## config.mk

```make
export PLATFORM = sky130hd
export DESIGN_NAME = gene_pair_aligner
export DESIGN_NICKNAME = d
export VERILOG_FILES = /design/src/rtl/gene_pair_aligner.sv
export SDC_FILE = /design/constraint.sdc
export NUM_CORES = 1
export LEC_CHECK = 0
export CAP_MARGIN = 30
export CORE_ASPECT_RATIO = 0.8
export CORE_MARGIN = 5
export CORE_UTILIZATION = 40
export DETAILED_ROUTE_END_ITERATION = 12
export GPL_ROUTABILITY_DRIVEN = 1
export MAX_ROUTING_LAYER = met4
export PLACE_DENSITY_LB_ADDON = 0.12
export SLEW_MARGIN = 20
export SYNTH_ARGS = -nofsm -noshare
export SYNTH_HDL_FRONTEND = slang
export SYNTH_SLANG_ARGS = --single-unit
```

## constraint.sdc

```tcl
create_clock -name clk -period 2.6 [get_ports clk]
set_clock_uncertainty 0.05 [all_clocks]
set_input_delay 0.39 -clock clk [delete_from_list [all_inputs] [get_ports clk]]
set_output_delay 0.39 -clock clk [all_outputs]
set_load 0.01 [all_outputs]
```

## src/rtl/gene_pair_aligner.sv

```systemverilog
// Merges two key-sorted parent gene streams into aligned gene pairs for the crossover stage.
// Optional key-order checking is compiled in with `define ALIGN_ORDER_CHECK_EN.
module gene_pair_aligner #(
   parameter int GENE_SZ = 64,
   parameter int ATTR_SZ = 8
) (
   input  logic                   clk,
   input  logic                   rst_n,
   input  logic                   start,
   input  logic [ATTR_SZ-1:0]     parent1_fitness,
   input  logic [ATTR_SZ-1:0]     parent2_fitness,
   input  logic [6*ATTR_SZ-1:0]   mutation_probs,
   input  logic [ATTR_SZ-1:0]     child_genome_id,
   input  logic                   p1_valid,
   input  logic [GENE_SZ-1:0]     p1_gene,
   input  logic                   p1_last,
   output logic                   p1_ready,
   input  logic                   p2_valid,
   input  logic [GENE_SZ-1:0]     p2_gene,
   input  logic                   p2_last,
   output logic                   p2_ready,
   output logic [GENE_SZ-1:0]     data_out1,
   output logic [GENE_SZ-1:0]     data_out2,
   output logic                   setup_out,
   output logic                   out_valid,
   output logic                   busy,
   output logic                   done,
   output logic [15:0]            pair_count,
   output logic                   order_err,
   output logic [1:0]             dbg_state
);

   localparam int KEY_HI = 7*ATTR_SZ - 1;
   localparam int KEY_LO = 5*ATTR_SZ;
   localparam int KEY_W  = KEY_HI - KEY_LO + 1;

   typedef enum logic [1:0] {S_IDLE, S_SETUP, S_MERGE, S_DONE} state_t;

   state_t                 state;
   logic [ATTR_SZ-1:0]     fit1_q, fit2_q, id_q;
   logic [6*ATTR_SZ-1:0]   probs_q;
   logic                   ex1, ex2;
   logic [KEY_W-1:0]       k1, k2;
   logic                   fit1_wins;
   logic                   pop1, pop2;
   logic                   discard, viol;
   logic                   emit;
   logic [GENE_SZ-1:0]     e1, e2;

   assign k1        = p1_gene[KEY_HI:KEY_LO];
   assign k2        = p2_gene[KEY_HI:KEY_LO];
   assign fit1_wins = (fit1_q >= fit2_q);
   assign dbg_state = state;

   // Handshake: a gene transfers on a rising edge where valid & ready are both high;
   // ready only rises for a valid gene, so ready alone is the pop strobe.
   always_comb begin
      pop1 = 1'b0;
      pop2 = 1'b0;
      if (state == S_MERGE) begin
         if (discard) begin
            pop1 = p1_valid & ~ex1;
            pop2 = p2_valid & ~ex2;
         end else if (!ex1 && !ex2) begin
            if (p1_valid && p2_valid) begin
               if (k1 == k2) begin
                  pop1 = 1'b1;
                  pop2 = 1'b1;
               end else if (k1 < k2) begin
                  pop1 = 1'b1;
               end else begin
                  pop2 = 1'b1;
               end
            end
         end else if (!ex1) begin
            pop1 = p1_valid;
         end else if (!ex2) begin
            pop2 = p2_valid;
         end
      end
   end

   assign p1_ready = pop1;
   assign p2_ready = pop2;

   // Unmatched genes survive only when they come from the fitter parent.
   always_comb begin
      emit = 1'b0;
      e1   = '0;
      e2   = '0;
      if (!discard && !viol) begin
         if (pop1 && pop2) begin
            emit = 1'b1;
            e1   = p1_gene;
            e2   = p2_gene;
         end else if (pop1 && fit1_wins) begin
            emit = 1'b1;
            e1   = p1_gene;
            e2   = p1_gene;
         end else if (pop2 && !fit1_wins) begin
            emit = 1'b1;
            e1   = p2_gene;
            e2   = p2_gene;
         end
      end
   end

   always_ff @(posedge clk or negedge rst_n) begin
      if (!rst_n) begin
         state      <= S_IDLE;
         fit1_q     <= '0;
         fit2_q     <= '0;
         id_q       <= '0;
         probs_q    <= '0;
         ex1        <= 1'b0;
         ex2        <= 1'b0;
         data_out1  <= '0;
         data_out2  <= '0;
         setup_out  <= 1'b0;
         out_valid  <= 1'b0;
         busy       <= 1'b0;
         done       <= 1'b0;
         pair_count <= '0;
      end else begin
         setup_out <= 1'b0;
         out_valid <= 1'b0;
         done      <= 1'b0;
         data_out1 <= '0;
         data_out2 <= '0;
         case (state)
            S_IDLE: begin
               if (start) begin
                  state      <= S_SETUP;
                  busy       <= 1'b1;
                  fit1_q     <= parent1_fitness;
                  fit2_q     <= parent2_fitness;
                  probs_q    <= mutation_probs;
                  id_q       <= child_genome_id;
                  ex1        <= 1'b0;
                  ex2        <= 1'b0;
                  pair_count <= '0;
                  setup_out  <= 1'b1;
                  data_out1  <= {parent1_fitness, parent2_fitness, mutation_probs};
                  data_out2  <= {{(GENE_SZ-ATTR_SZ){1'b0}}, child_genome_id};
               end
            end
            S_SETUP: state <= S_MERGE;
            S_MERGE: begin
               if (ex1 && ex2) begin
                  state <= S_DONE;
                  done  <= 1'b1;
               end else begin
                  if (pop1 && p1_last) ex1 <= 1'b1;
                  if (pop2 && p2_last) ex2 <= 1'b1;
                  if (emit) begin
                     out_valid <= 1'b1;
                     data_out1 <= e1;
                     data_out2 <= e2;
                     if (pair_count != 16'hFFFF) pair_count <= pair_count + 16'd1;
                  end
               end
            end
            S_DONE: begin
               state <= S_IDLE;
               busy  <= 1'b0;
            end
            default: state <= S_IDLE;
         endcase
      end
   end

`ifdef ALIGN_ORDER_CHECK_EN
   logic [KEY_W-1:0] prev1, prev2;
   logic             have1, have2, discard_q;

   assign discard = discard_q;
   assign viol    = (pop1 && have1 && (k1 <= prev1)) || (pop2 && have2 && (k2 <= prev2));

   // After a violation the rest of both streams is drained without emitting.
   always_ff @(posedge clk or negedge rst_n) begin
      if (!rst_n) begin
         prev1     <= '0;
         prev2     <= '0;
         have1     <= 1'b0;
         have2     <= 1'b0;
         discard_q <= 1'b0;
         order_err <= 1'b0;
      end else if (state == S_IDLE && start) begin
         prev1     <= '0;
         prev2     <= '0;
         have1     <= 1'b0;
         have2     <= 1'b0;
         discard_q <= 1'b0;
         order_err <= 1'b0;
      end else if (state == S_MERGE) begin
         if (pop1) begin
            prev1 <= k1;
            have1 <= 1'b1;
         end
         if (pop2) begin
            prev2 <= k2;
            have2 <= 1'b1;
         end
         if (viol) begin
            order_err <= 1'b1;
            discard_q <= 1'b1;
         end
      end
   end
`else
   assign discard   = 1'b0;
   assign viol      = 1'b0;
   assign order_err = 1'b0;
`endif

endmodule
```

Word-level counts from Yosys, hierarchy flattened
Cells that the tools add are included.
{"block": "totals", "input_bits": 207, "out_inout_bits": 153, "regBits": 168}
{"block": "classes", "add_sub_neg": 1, "n_eq_ne": 12, "n_mux": 52, "n_lt_le_gt_ge": 2, "reduce_logical": 20}
{"op": "2-to-1 mux 64 bit", "count": 9}
{"op": "one-hot mux 64 bit (2 select lines)", "count": 2}
{"op": "2-to-1 mux 16 bit", "count": 4}
{"op": "one-hot mux 16 bit (2 select lines)", "count": 1}
{"op": "2-to-1 mux 1 bit", "count": 29}
{"op": "adder 16 x 1 -> 16 bit (second input constant)", "count": 1}
{"op": "== test 16 bit", "count": 1}
{"op": "< comparator 16 bit", "count": 1}
{"op": "!= test 16 bit (second input constant)", "count": 1}
{"op": ">= comparator 8 bit", "count": 1}
{"op": "logical AND 1 bit", "count": 8}
{"op": "2-to-1 mux 8 bit", "count": 1}
{"op": "!= test 2 x 1 -> 1 bit (second input constant)", "count": 4}
{"op": "one-hot mux 2 bit (4 select lines)", "count": 1}
{"op": "AND reduction 4 bit", "count": 2}
{"op": "!= test 2 bit (second input constant)", "count": 3}
{"op": "one-hot mux 1 bit (2 select lines)", "count": 3}
{"op": "AND reduction 2 bit", "count": 3}
{"op": "AND reduction 5 bit", "count": 1}
{"op": "== test 2 bit (second input constant)", "count": 2}
{"op": "2-to-1 mux 2 bit", "count": 2}
{"op": "nonzero test 2 bit", "count": 2}
{"op": "zero test 1 bit", "count": 3}
{"op": "== test 2 x 1 -> 1 bit (second input constant)", "count": 1}
{"op": "zero test 2 bit", "count": 1}

Longest topological paths before layout
Gate-level depths: netlist of run 1.
{"block": "depth", "depth_word": 13, "mapped_depth": 13, "depth_no_buf": 11}

Least setup slack after synthesis of run 1
No wires, ideal clock.
{"block": "synth_path", "path_type": "input to register", "start": "input p2_gene[55]", "end": "register data_out1[50]", "setup_slack_ns": -0.054, "cell_stages": 13, "n_path_buf": 3, "required_ns": 2.421, "setup_ns": 0.129, "arrival_ns": 2.475, "cell_sequence": "inv_1 -> ha_1 -> nand4_1 -> or3_1 -> a21oi_2 -> o31ai_1 -> and3_1 -> buf_6 -> or2_1 -> buf_2 -> buf_6 -> mux2i_1 -> o21ai_1"}
{"block": "synth_via", "elab_chain_len": 13}
{"item": "from (decl)", "line_no": "19", "text": "input logic [GENE_SZ-1:0] p2_gene,"}
{"item": "< comparator 16 bit", "line_no": "69", "text": "end else if (k1 < k2) begin"}
{"item": "2-to-1 mux 1 bit", "line_no": "69"}
{"item": "2-to-1 mux 1 bit", "line_no": "66", "text": "if (k1 == k2) begin"}
{"item": "2-to-1 mux 1 bit", "line_no": "65", "text": "if (p1_valid && p2_valid) begin"}
{"item": "2-to-1 mux 1 bit", "line_no": "64", "text": "end else if (!ex1 && !ex2) begin"}
{"item": "2-to-1 mux 1 bit", "line_no": "60", "text": "if (state == S_MERGE) begin"}
{"item": "logical AND 1 bit", "line_no": "100", "text": "end else if (pop2 && !fit1_wins) begin"}
{"item": "2-to-1 mux 64 bit or 2-to-1 mux 1 bit (tied branches)", "line_no": "100"}
{"item": "2-to-1 mux 64 bit or 2-to-1 mux 1 bit (tied branches)", "line_no": "96", "text": "end else if (pop1 && fit1_wins) begin"}
{"item": "2-to-1 mux 64 bit or 2-to-1 mux 1 bit (tied branches)", "line_no": "92", "text": "if (pop1 && pop2) begin"}
{"item": "2-to-1 mux 64 bit (*)", "line_no": "155", "text": "if (emit) begin"}
{"item": "2-to-1 mux 64 bit (*)", "line_no": "149", "text": "if (ex1 && ex2) begin"}
{"item": "one-hot mux 64 bit (2 select lines) (*)", "line_no": "130", "text": "case (state)"}
{"item": "to (signal assigned)", "line_no": "143", "text": "data_out1 <= {parent1_fitness, parent2_fitness, mutation_probs};"}
{"item": "to (decl)", "line_no": "22", "text": "output logic [GENE_SZ-1:0] data_out1,"}
Every way passes the cells marked *; elsewhere a longest branch is shown, timed or not.
A chain may end at the register's enable or synchronous reset.

Worst setup path after layout of run 1
{"block": "layout_path", "start": "input p2_gene[47]", "end": "register pair_count[0]"}
{"block": "layout_via", "elab_chain_len": 12}
{"item": "< comparator 16 bit", "line_no": "69"}
{"item": "2-to-1 mux 1 bit", "line_no": "69"}
{"item": "2-to-1 mux 1 bit", "line_no": "66"}
{"item": "2-to-1 mux 1 bit", "line_no": "65"}
{"item": "2-to-1 mux 1 bit", "line_no": "64"}
{"item": "2-to-1 mux 1 bit", "line_no": "60"}
{"item": "logical AND 1 bit", "line_no": "100"}
{"item": "2-to-1 mux 1 bit", "line_no": "100"}
{"item": "2-to-1 mux 1 bit", "line_no": "96"}
{"item": "2-to-1 mux 1 bit (*)", "line_no": "92"}
{"item": "!= test 2 bit (no line) (*)"}
{"item": "AND reduction 5 bit (no line) (*)"}
{"item": "to (signal assigned)", "line_no": "159", "text": "if (pair_count != 16'hFFFF) pair_count <= pair_count + 16'd1;"}
{"item": "to (decl)", "line_no": "28", "text": "output logic [15:0] pair_count,"}
Marks and branches as above.

==> report_table.html, run 1 <==
<table>
<tr><th>Metric</th><th>Value</th></tr>
<tr><th colspan="2">Status</th></tr>
<tr><td>Status</td><td>complete, but fails checks</td></tr>
<tr><td>Failing checks</td><td>setup timing</td></tr>
<tr><th colspan="2">Floorplanning</th></tr>
<tr><td>Area of the die</td><td>23,200 µm²</td></tr>
<tr><td>Die boundary height</td><td>137 µm</td></tr>
<tr><td>Number of core rows</td><td>46</td></tr>
<tr><td>I/O pin count</td><td>360</td></tr>
<tr><td>Initial Utilization</td><td>40.8%</td></tr>
<tr><td>Floorplan Core Area</td><td>19,900 µm²</td></tr>
<tr><td>Width of the chip</td><td>169 µm</td></tr>
<tr><th colspan="2">Cells and area</th></tr>
<tr><td>Post-Layout Cell Count</td><td>1,654</td></tr>
<tr><td>Ratio of cells with drive above 1 in the final layout</td><td>between 10% and 20%</td></tr>
<tr><td>Area used by multi-input combinational logic</td><td>3960 µm²</td></tr>
<tr><td>Final #Nets</td><td>between 1,500 and 2,000</td></tr>
<tr><td>Fill cells</td><td>~1,500</td></tr>
<tr><td>Area growth from synthesis to layout</td><td>75.0%</td></tr>
<tr><td>Register area</td><td>4200 µm²</td></tr>
<tr><td>Commonest non-fill, non-tap cells in the layout</td><td>sky130_fd_sc_hd__clkdlybuf4s50_1 (323), sky130_fd_sc_hd__dfrtp_1 (168), sky130_fd_sc_hd__nor2_1 (157), sky130_fd_sc_hd__nand2_1 (151), sky130_fd_sc_hd__buf_4 (95)</td></tr>
<tr><td>Area of all placed cells without fillers</td><td>14,200 µm²</td></tr>
<tr><td>Most frequent standard cell in the layout excluding fill and tap cells</td><td>sky130_fd_sc_hd__clkdlybuf4s50_1</td></tr>
<tr><th colspan="2">STA</th></tr>
<tr><td>Min Tclk post-route</td><td>around 2600 ps</td></tr>
<tr><td>Unrepaired setup endpoints after global routing</td><td>yes</td></tr>
<tr><td>Worst Max-Slew Pin Slew</td><td>between 500 and 600 ps</td></tr>
<tr><td>Worst slew margin relative to its limit</td><td>around three fifths</td></tr>
<tr><td>Worst hold slack across all endpoints</td><td>196 ps</td></tr>
<tr><td>Final hold viol count</td><td>0</td></tr>
<tr><td>Setup-failing EPs final</td><td>27</td></tr>
<tr><td>Share of the cycle needed by the critical path after routing</td><td>101%</td></tr>
<tr><td>Max frequency</td><td>379 MHz</td></tr>
<tr><td>Number of max-slew violations in the final report</td><td>0</td></tr>
<tr><td>Least setup slack across all paths after layout</td><td>-35.7 ps</td></tr>
<tr><th colspan="2">Detailed routing</th></tr>
<tr><td>Iter 0 DRT Violations</td><td>777</td></tr>
<tr><td>Vias/cell</td><td>5.31</td></tr>
<tr><td>Per-cell routed wire length</td><td>about 20 µm</td></tr>
<tr><td>Number of nets with antenna violations after detailed routing</td><td>0</td></tr>
<tr><td>Iteration count of the initial detailed-routing pass</td><td>5</td></tr>
<tr><td>Total wirelength of the detailed-routed design</td><td>33,500 µm</td></tr>
<tr><td>Total via count in the routed design</td><td>8,783</td></tr>
<tr><td>DRC</td><td>0</td></tr>
<tr><th colspan="2">Synth</th></tr>
<tr><td>EDFF count, synth</td><td>0</td></tr>
<tr><td>Yosys warning count</td><td>0</td></tr>
<tr><td>Total standard cell area after synthesis</td><td>~8000 µm²</td></tr>
<tr><td>Number of storage elements in the synthesis netlist</td><td>168</td></tr>
<tr><td>Post-synth cell types</td><td>between 50 and 60</td></tr>
<tr><td>Number of instances in the synthesized netlist</td><td>923</td></tr>
<tr><td>Top flip-flop cell by instance count after synthesis</td><td>sky130_fd_sc_hd__dfrtp_1</td></tr>
<tr><td>FFs w/ async S/R, synth</td><td>100%</td></tr>
<tr><td>Post-synthesis sequential area ratio</td><td>51.9%</td></tr>
<tr><td>Synthesized netlist net count</td><td>1,158</td></tr>
<tr><td>Mean instance size in the synthesized netlist</td><td>8.78 µm²</td></tr>
<tr><th colspan="2">Place</th></tr>
<tr><td>Pre-CTS WS</td><td>-965 ps</td></tr>
<tr><td>Placed cell count</td><td>approximately 1,600</td></tr>
<tr><td>Routability Congestion</td><td>0.863</td></tr>
<tr><td>Placement-stage cell area</td><td>between 10,000 and 15,000 µm²</td></tr>
<tr><td>Port Buffers</td><td>between 300 and 400</td></tr>
<tr><td>Final HPWL from detailed placement</td><td>23,700 µm</td></tr>
<tr><th colspan="2">Job</th></tr>
<tr><td>Number of maximum-capacitance violations</td><td>0</td></tr>
<tr><th colspan="2">Clock network</th></tr>
<tr><td>H-tree depth</td><td>4</td></tr>
<tr><td>CTS tree</td><td>done</td></tr>
<tr><td>Deepest clock path buffer count</td><td>2</td></tr>
<tr><td>Number of sinks on the clock net</td><td>approximately 170</td></tr>
<tr><td>Clock network latency to the later pin of the worst-skew pair</td><td>430 ps</td></tr>
<tr><td>CTS buffer count</td><td>17</td></tr>
<tr><td>Root Buffer</td><td>sky130_fd_sc_hd__clkbuf_16</td></tr>
<tr><td>Clock-pin slew on the worst setup and hold paths</td><td>70 ps</td></tr>
<tr><th colspan="2">Setup path</th></tr>
<tr><td>Highest net fanout along the worst path</td><td>5</td></tr>
<tr><td>Cell with the largest stage delay on the worst path</td><td>sky130_fd_sc_hd__or3_1</td></tr>
<tr><td>Sort of element at the end of the critical path</td><td>flip-flop</td></tr>
<tr><td>Worst setup path class</td><td>input port to flip-flop</td></tr>
<tr><td>Cell occurring most often along the worst timing path</td><td>sky130_fd_sc_hd__buf_6</td></tr>
<tr><td>Sequence of cells on the critical path</td><td>buf_6, inv_4, ha_4, nand4_1, or3_1, a21oi_2, buf_4, o41ai_4, a211o_4, buf_6, a31o_4, mux2_2</td></tr>
<tr><td>Data required, critical path</td><td>2860 ps</td></tr>
<tr><td>Worst endpoint data arrival time</td><td>2900 ps</td></tr>
<tr><td>Stage delay of the slowest cell on the critical path</td><td>440 ps</td></tr>
<tr><td>Category of the worst setup path launch point</td><td>input port</td></tr>
<tr><th colspan="2">Global route</th></tr>
<tr><td>Congestion Overflow GR</td><td>0</td></tr>
<tr><td>Number of global-route vias before repair</td><td>roughly 8,600</td></tr>
<tr><td>Maximum number of pins on one net before global-route repair</td><td>61</td></tr>
<tr><td>First-pass GRT wire length</td><td>48,000 µm</td></tr>
<tr><td>Number of antenna violations at the first check in global routing</td><td>5</td></tr>
<tr><td>Tot GR Track Use</td><td>around 28%</td></tr>
<tr><th colspan="2">Power</th></tr>
<tr><td>Worst ir drop on vdd</td><td>0.397 mV</td></tr>
<tr><td>Reported leakage power</td><td>0.00651 µW</td></tr>
<tr><td>Pwr Density</td><td>672 nW/µm²</td></tr>
<tr><th colspan="2">Hold path</th></tr>
<tr><td>Min-delay worst type</td><td>input port to flip-flop</td></tr>
</table>
-- critical path, delay by kind of cell --
kind | cells | cell delay, ps
adder cells (fa/ha/maj) | 1 | 260
AND/OR/NAND/NOR | 2 | 650
AO/OA/AOI/OAI | 4 | 920
multiplexers | 1 | 260
buffers and inverters | 4 | 420
-- through the flow --
stage                     setup TNS [ps]  utilization (%)  power (µW)
after floorplan                        0                -        4680
after global placement           -108730             64.0        6530
after detailed placement         -114670             64.0        6590
after CTS                          -41.9             69.3        9270
after global routing               -1580             71.4       10000
final                               -307             71.4        9530
-- per-layer routing --
metal	routed length [µm]	part of all wire [%]	vias to the layer above	track usage [%]
li1	-	-	4073	-
met1	13000	39	4214	33.0
met2	16400	49	436	44.8
met3	3110	9.3	60	8.03
met4	1050	3.1	0	12.5
met5	0	0	-	-
-- path summary, 6_finish.rpt --
kind / slack (ps) / end / cells after the start / start
min in group asynchronous: 460 / data_out2[29] / 2 / rst_n
min: 200 / data_out1[49] / 3 / p1_gene[49]
min reg2reg: 440 / fit1_q[2] / 2 / fit1_q[2]
max: -40 / pair_count[0] / 12 / p2_gene[47]
max reg2reg: 60 / pair_count[0] / 9 / fit2_q[0]
max in group asynchronous: 1280 / data_out2[47] / 3 / rst_n
-- final cells by class --
| type | count | area share [%] |
|---|---|---|
| Timing Repair Buffer | 494 | 35.0 |
| Clock buffer | 20 | 3.22 |
| Antenna cell | 6 | 0.106 |
| Multi-Input combinational cell | 657 | 27.9 |
| Inverter | 33 | 0.927 |
| Clock inverter | 12 | 0.812 |
| Sequential cell | 168 | 29.6 |
| Tap cell | 264 | 2.33 |
-- flip-flops by register name (all words and copies together), names as in the netlist --
name and flops:
pair_count 16, data_out1 64, data_out2 64, fit2_q 8, done 1, ex2 1, setup_out 1, fit1_q 8
ex1 1, out_valid 1, busy 1, dbg_state 2
-- report_power, final --
group | leakage, µW | internal [µW] | switching (µW)
Clock | 0.000279 | 1380 | 1110
Sequential | 0.00228 | 3080 | 194
Combinational | 0.00395 | 1890 | 1880
-- logic make-up after synthesis --
logic type               share of synthesized area [%]
other                                           0.0463
XOR/XNOR                                         0.432
flip-flops                                        51.9
AO/OA/AOI/OAI                                     19.9
AND/OR/NAND/NOR                                   17.6
adder cells (fa/ha/maj)                           4.32
buffers and inverters                             5.23
multiplexers                                     0.633
-- Yosys cell counts, drive strengths merged, types with 3 or more instances --
cell type  number  area share [%]
nand4           7            0.54
nor2b           3            0.23
o22ai          46             3.6
xor2            3            0.32
a311oi          3            0.32
buf            34             2.3
o21ai          83             5.1
a31oi           7            0.54
a211oi          3            0.28
nand3           9            0.56
ha             28             4.3
a22o           12             1.3
a2bb2oi         7            0.76
nor2          161             7.5
nor3            6            0.37
mux2i           4            0.49
and3            8            0.62
a21oi          65             4.1
inv            33             1.5
nand2         151             7.0
o2bb2ai         3            0.32
a22oi           9            0.83
clkbuf         31             1.4
and2            3            0.23
dfrtp         168              52
o2111ai         3            0.32
a21o           10            0.93
-- what timing repair did --
item,CTS,global route
pin swaps,29,29
cloned,3,4
hold buffers,1,0
endpoints found under the hold margin,58,0
buffers inserted,20,15
endpoints found under the setup margin,147,127
resized for setup,160,73
Note: power is estimated with default switching activity, not from simulation.
==> run 2: changes to the inputs <==
- CTS_CLUSTER_SIZE: unset -> 14
- PLACE_DENSITY: unset -> 0.75
- PLACE_DENSITY_LB_ADDON: 0.12 -> unset
- SLEW_MARGIN: 20 -> unset
==> run 2 against run 1 <==
The run still ends with setup timing left. Worst hold slack got worse by 44 ps. Power fell by 1.4%. Critical path depth rose by 1. Sequential power barely moved. Critical path type unchanged. Largest cell class unchanged.
==> report_table.html, run 2 (synthesis gave the netlist of run 1 again) <==
<table>
<tr><th>Metric</th><th>Value</th></tr>
<tr><th colspan="2">Clock network</th></tr>
<tr><td>CTS buffer count</td><td>17 (unchanged)</td></tr>
<tr><td>H-tree depth</td><td>4 (unchanged)</td></tr>
<tr><td>Clock network latency to the later pin of the worst-skew pair</td><td>430 ps (about the same)</td></tr>
<tr><td>Deepest clock path buffer count</td><td>2 (unchanged)</td></tr>
<tr><td>Root Buffer</td><td>sky130_fd_sc_hd__clkbuf_16</td></tr>
<tr><td>Number of sinks on the clock net</td><td>168 (unchanged)</td></tr>
<tr><td>Clock-pin slew on the worst setup and hold paths</td><td>70 ps (about the same)</td></tr>
<tr><td>CTS tree</td><td>done</td></tr>
<tr><th colspan="2">Status</th></tr>
<tr><td>Failing checks</td><td>setup timing</td></tr>
<tr><td>Status</td><td>complete, but fails checks</td></tr>
<tr><th colspan="2">STA</th></tr>
<tr><td>Final TNS setup</td><td>-25.2 ps (+282 ps)</td></tr>
<tr><td>Unrepaired setup endpoints after global routing</td><td>yes</td></tr>
<tr><td>Worst Max-Slew Pin Slew</td><td>682 ps (+105 ps)</td></tr>
<tr><td>Worst slew margin relative to its limit</td><td>54.5% (-7.0 points)</td></tr>
<tr><td>Max frequency</td><td>383 MHz (+0.89%)</td></tr>
<tr><td>Share of the cycle needed by the critical path after routing</td><td>100% (-0.90 points)</td></tr>
<tr><td>Final hold viol count</td><td>0 (unchanged)</td></tr>
<tr><td>Number of max-slew violations in the final report</td><td>0 (unchanged)</td></tr>
<tr><td>Min Tclk post-route</td><td>2610 ps (-23.3 ps)</td></tr>
<tr><td>Least setup slack across all paths after layout</td><td>-12.4 ps (+23.3 ps)</td></tr>
<tr><td>Setup-failing EPs final</td><td>3 (-89%)</td></tr>
<tr><th colspan="2">Setup path</th></tr>
<tr><td>Highest net fanout along the worst path</td><td>7 (+2)</td></tr>
<tr><td>Reg-to-reg setup timing slack</td><td>50 ps (about the same)</td></tr>
<tr><td>Worst endpoint data arrival time</td><td>2930 ps (+30 ps)</td></tr>
<tr><td>Category of the worst setup path launch point</td><td>input port</td></tr>
<tr><td>Sort of element at the end of the critical path</td><td>flip-flop</td></tr>
<tr><td>Worst setup path class</td><td>input port to flip-flop</td></tr>
<tr><td>Data required, critical path</td><td>2910 ps (+50 ps)</td></tr>
<tr><th colspan="2">Detailed routing</th></tr>
<tr><td>Vias/cell</td><td>5.45 (+2.7%)</td></tr>
<tr><td>Total via count in the routed design</td><td>8,880 (+1.1%)</td></tr>
<tr><td>DRC</td><td>0 (unchanged)</td></tr>
<tr><td>Iter 0 DRT Violations</td><td>807 (+3.9%)</td></tr>
<tr><td>Per-cell routed wire length</td><td>21.3 µm (+5.3%)</td></tr>
<tr><td>Total wirelength of the detailed-routed design</td><td>34,700 µm (+3.6%)</td></tr>
<tr><td>Iteration count of the initial detailed-routing pass</td><td>5 (unchanged)</td></tr>
<tr><td>Number of nets with antenna violations after detailed routing</td><td>0 (unchanged)</td></tr>
<tr><th colspan="2">Global route</th></tr>
<tr><td>Number of antenna violations at the first check in global routing</td><td>2 (-3)</td></tr>
<tr><td>First-pass GRT wire length</td><td>49,600 µm (+3.3%)</td></tr>
<tr><td>Number of global-route vias before repair</td><td>8,660 (+0.74%)</td></tr>
<tr><td>Maximum number of pins on one net before global-route repair</td><td>68 (+11%)</td></tr>
<tr><td>Congestion Overflow GR</td><td>0 (unchanged)</td></tr>
<tr><td>Tot GR Track Use</td><td>28.6% (+0.70 points)</td></tr>
<tr><th colspan="2">Place</th></tr>
<tr><td>Placement-stage cell area</td><td>12,600 µm² (-0.85%)</td></tr>
<tr><td>Routability Congestion</td><td>0.928 (+7.6%)</td></tr>
<tr><td>Port Buffers</td><td>358 (unchanged)</td></tr>
<tr><td>Final HPWL from detailed placement</td><td>24,200 µm (+2.0%)</td></tr>
<tr><td>Placed cell count</td><td>1,567 (-0.70%)</td></tr>
<tr><th colspan="2">Floorplanning</th></tr>
<tr><td>Area of the die</td><td>23,200 µm² (unchanged)</td></tr>
<tr><td>Die boundary height</td><td>137 µm (unchanged)</td></tr>
<tr><td>Floorplan Core Area</td><td>19,900 µm² (unchanged)</td></tr>
<tr><td>I/O pin count</td><td>360 (unchanged)</td></tr>
<tr><td>Width of the chip</td><td>169 µm (unchanged)</td></tr>
<tr><td>Initial Utilization</td><td>40.8% (unchanged)</td></tr>
<tr><td>Number of core rows</td><td>46 (unchanged)</td></tr>
<tr><th colspan="2">Cells and area</th></tr>
<tr><td>Commonest non-fill, non-tap cells in the layout</td><td>sky130_fd_sc_hd__clkdlybuf4s50_1 (323), sky130_fd_sc_hd__dfrtp_1 (168), sky130_fd_sc_hd__nor2_1 (153), sky130_fd_sc_hd__nand2_1 (151), sky130_fd_sc_hd__buf_4 (77)</td></tr>
<tr><td>Final #Nets</td><td>1,584 (-1.4%)</td></tr>
<tr><td>Largest registers</td><td>data_out1: 64 flops, data_out2: 64 flops, pair_count: 16 flops</td></tr>
<tr><td>Area growth from synthesis to layout</td><td>72.6%</td></tr>
<tr><td>Most frequent standard cell in the layout excluding fill and tap cells</td><td>sky130_fd_sc_hd__clkdlybuf4s50_1</td></tr>
<tr><td>Ratio of cells with drive above 1 in the final layout</td><td>19.1% (-0.55 points)</td></tr>
<tr><td>Area of all placed cells without fillers</td><td>14,000 µm² (-1.3%)</td></tr>
<tr><td>Fill cells</td><td>1,542 (unchanged)</td></tr>
<tr><td>Post-Layout Cell Count</td><td>1,628 (-1.6%)</td></tr>
<tr><th colspan="2">Hold path</th></tr>
<tr><td>Min-delay worst type</td><td>input port to flip-flop</td></tr>
<tr><th colspan="2">Job</th></tr>
<tr><td>Number of maximum-capacitance violations</td><td>0 (unchanged)</td></tr>
<tr><th colspan="2">Power</th></tr>
<tr><td>Total power</td><td>9400 µW (-1.4%)</td></tr>
<tr><td>Pwr Density</td><td>672 nW/µm² (about the same)</td></tr>
<tr><td>Reported leakage power</td><td>0.00637 µW (-2.1%)</td></tr>
<tr><td>Worst ir drop on vdd</td><td>0.407 mV (+2.5%)</td></tr>
</table>
-- run 2: cell types whose count changed in the layout (fill, tap and decap cells not counted), sizes merged, moves of 2 or more --
cell / previous run / this run
clkbuf: 25 / 27
buf: 155 / 136
clkinvlp: 2 / 5
dlygate4sd2: 6 / 2
bufbuf: 2 / 0
diode: 6 / 3
clkinv: 5 / 2
-- run 2: what timing repair did --
item / in CTS / in global routing
pin swaps: 41 / 38
setup buffers: 11 / 11
cloned: 4 / 3
resized for setup: 156 / 103
hold endpoints to repair: 61 / 0
hold buffers: 1 / 0
endpoints found under the setup margin: 147 / 146
-- run 2: worst max-delay path, stage by stage --
cell and delay (ps):
sky130_fd_sc_hd__buf_2 100, sky130_fd_sc_hd__inv_2 40, sky130_fd_sc_hd__ha_4 280, sky130_fd_sc_hd__nand4_1 200, sky130_fd_sc_hd__or3_4 450, sky130_fd_sc_hd__a21oi_4 200
sky130_fd_sc_hd__o41ai_4 140, sky130_fd_sc_hd__a211o_4 400, sky130_fd_sc_hd__nor2_4 120, sky130_fd_sc_hd__buf_12 140, sky130_fd_sc_hd__buf_12 150, sky130_fd_sc_hd__a2bb2oi_4 180
sky130_fd_sc_hd__a21o_1 110
-- run 2: metal layers --
layer | part of all wire [%] | track usage (%) | up-vias | wire length, µm
li1 | - | - | 4026 | -
met1 | 38 | 34.9 | 4290 | 13300
met2 | 49 | 47.1 | 487 | 17100
met3 | 9.0 | 7.23 | 77 | 3130
met4 | 3.4 | 9.43 | 0 | 1200
met5 | 0 | - | - | 0
-- run 2: cell type report --
class	instances	area [µm²]	area share, %
timing repair buffer	472	4750	33.9
sequential	168	4200	30.1
multi-input combinational	657	4030	28.8
clock buffer	19	443	3.17
tap	264	330	2.36
inverter	33	129	0.921
clock inverter	12	93.8	0.671
antenna	3	7.51	0.0537
-- run 2: power by group --
group	switching, µW	internal, µW	total (µW)
registers	200	3080	3290
logic	1860	1860	3730
clock network	1130	1260	2390
total	3190	6210	9400
-- run 2: final timing paths --
kind | start | to | depth (start not counted)
min in group asynchronous | rst_n | data_out2[62] | 2
worst min-delay path | p1_gene[55] | data_out2[55] | 2
max in group asynchronous | rst_n | data_out1[36] | 3
worst max register to register | fit1_q[0] | data_out1[44] | 13
worst min register to register | fit1_q[4] | fit1_q[4] | 2
worst max-delay path | p2_gene[50] | data_out1[44] | 13
-- run 2: through the flow --
stage | utilization (%) | setup slack, ps | hold WS (ps)
detailed placement | 63.5 | -954 | 393
floorplan | - | 1.81 | 44.4
global placement | 63.5 | -873 | 387
finish | 70.5 | -12.4 | 152
CTS | 68.2 | -17.9 | 190
global route | 70.4 | -91.4 | 136
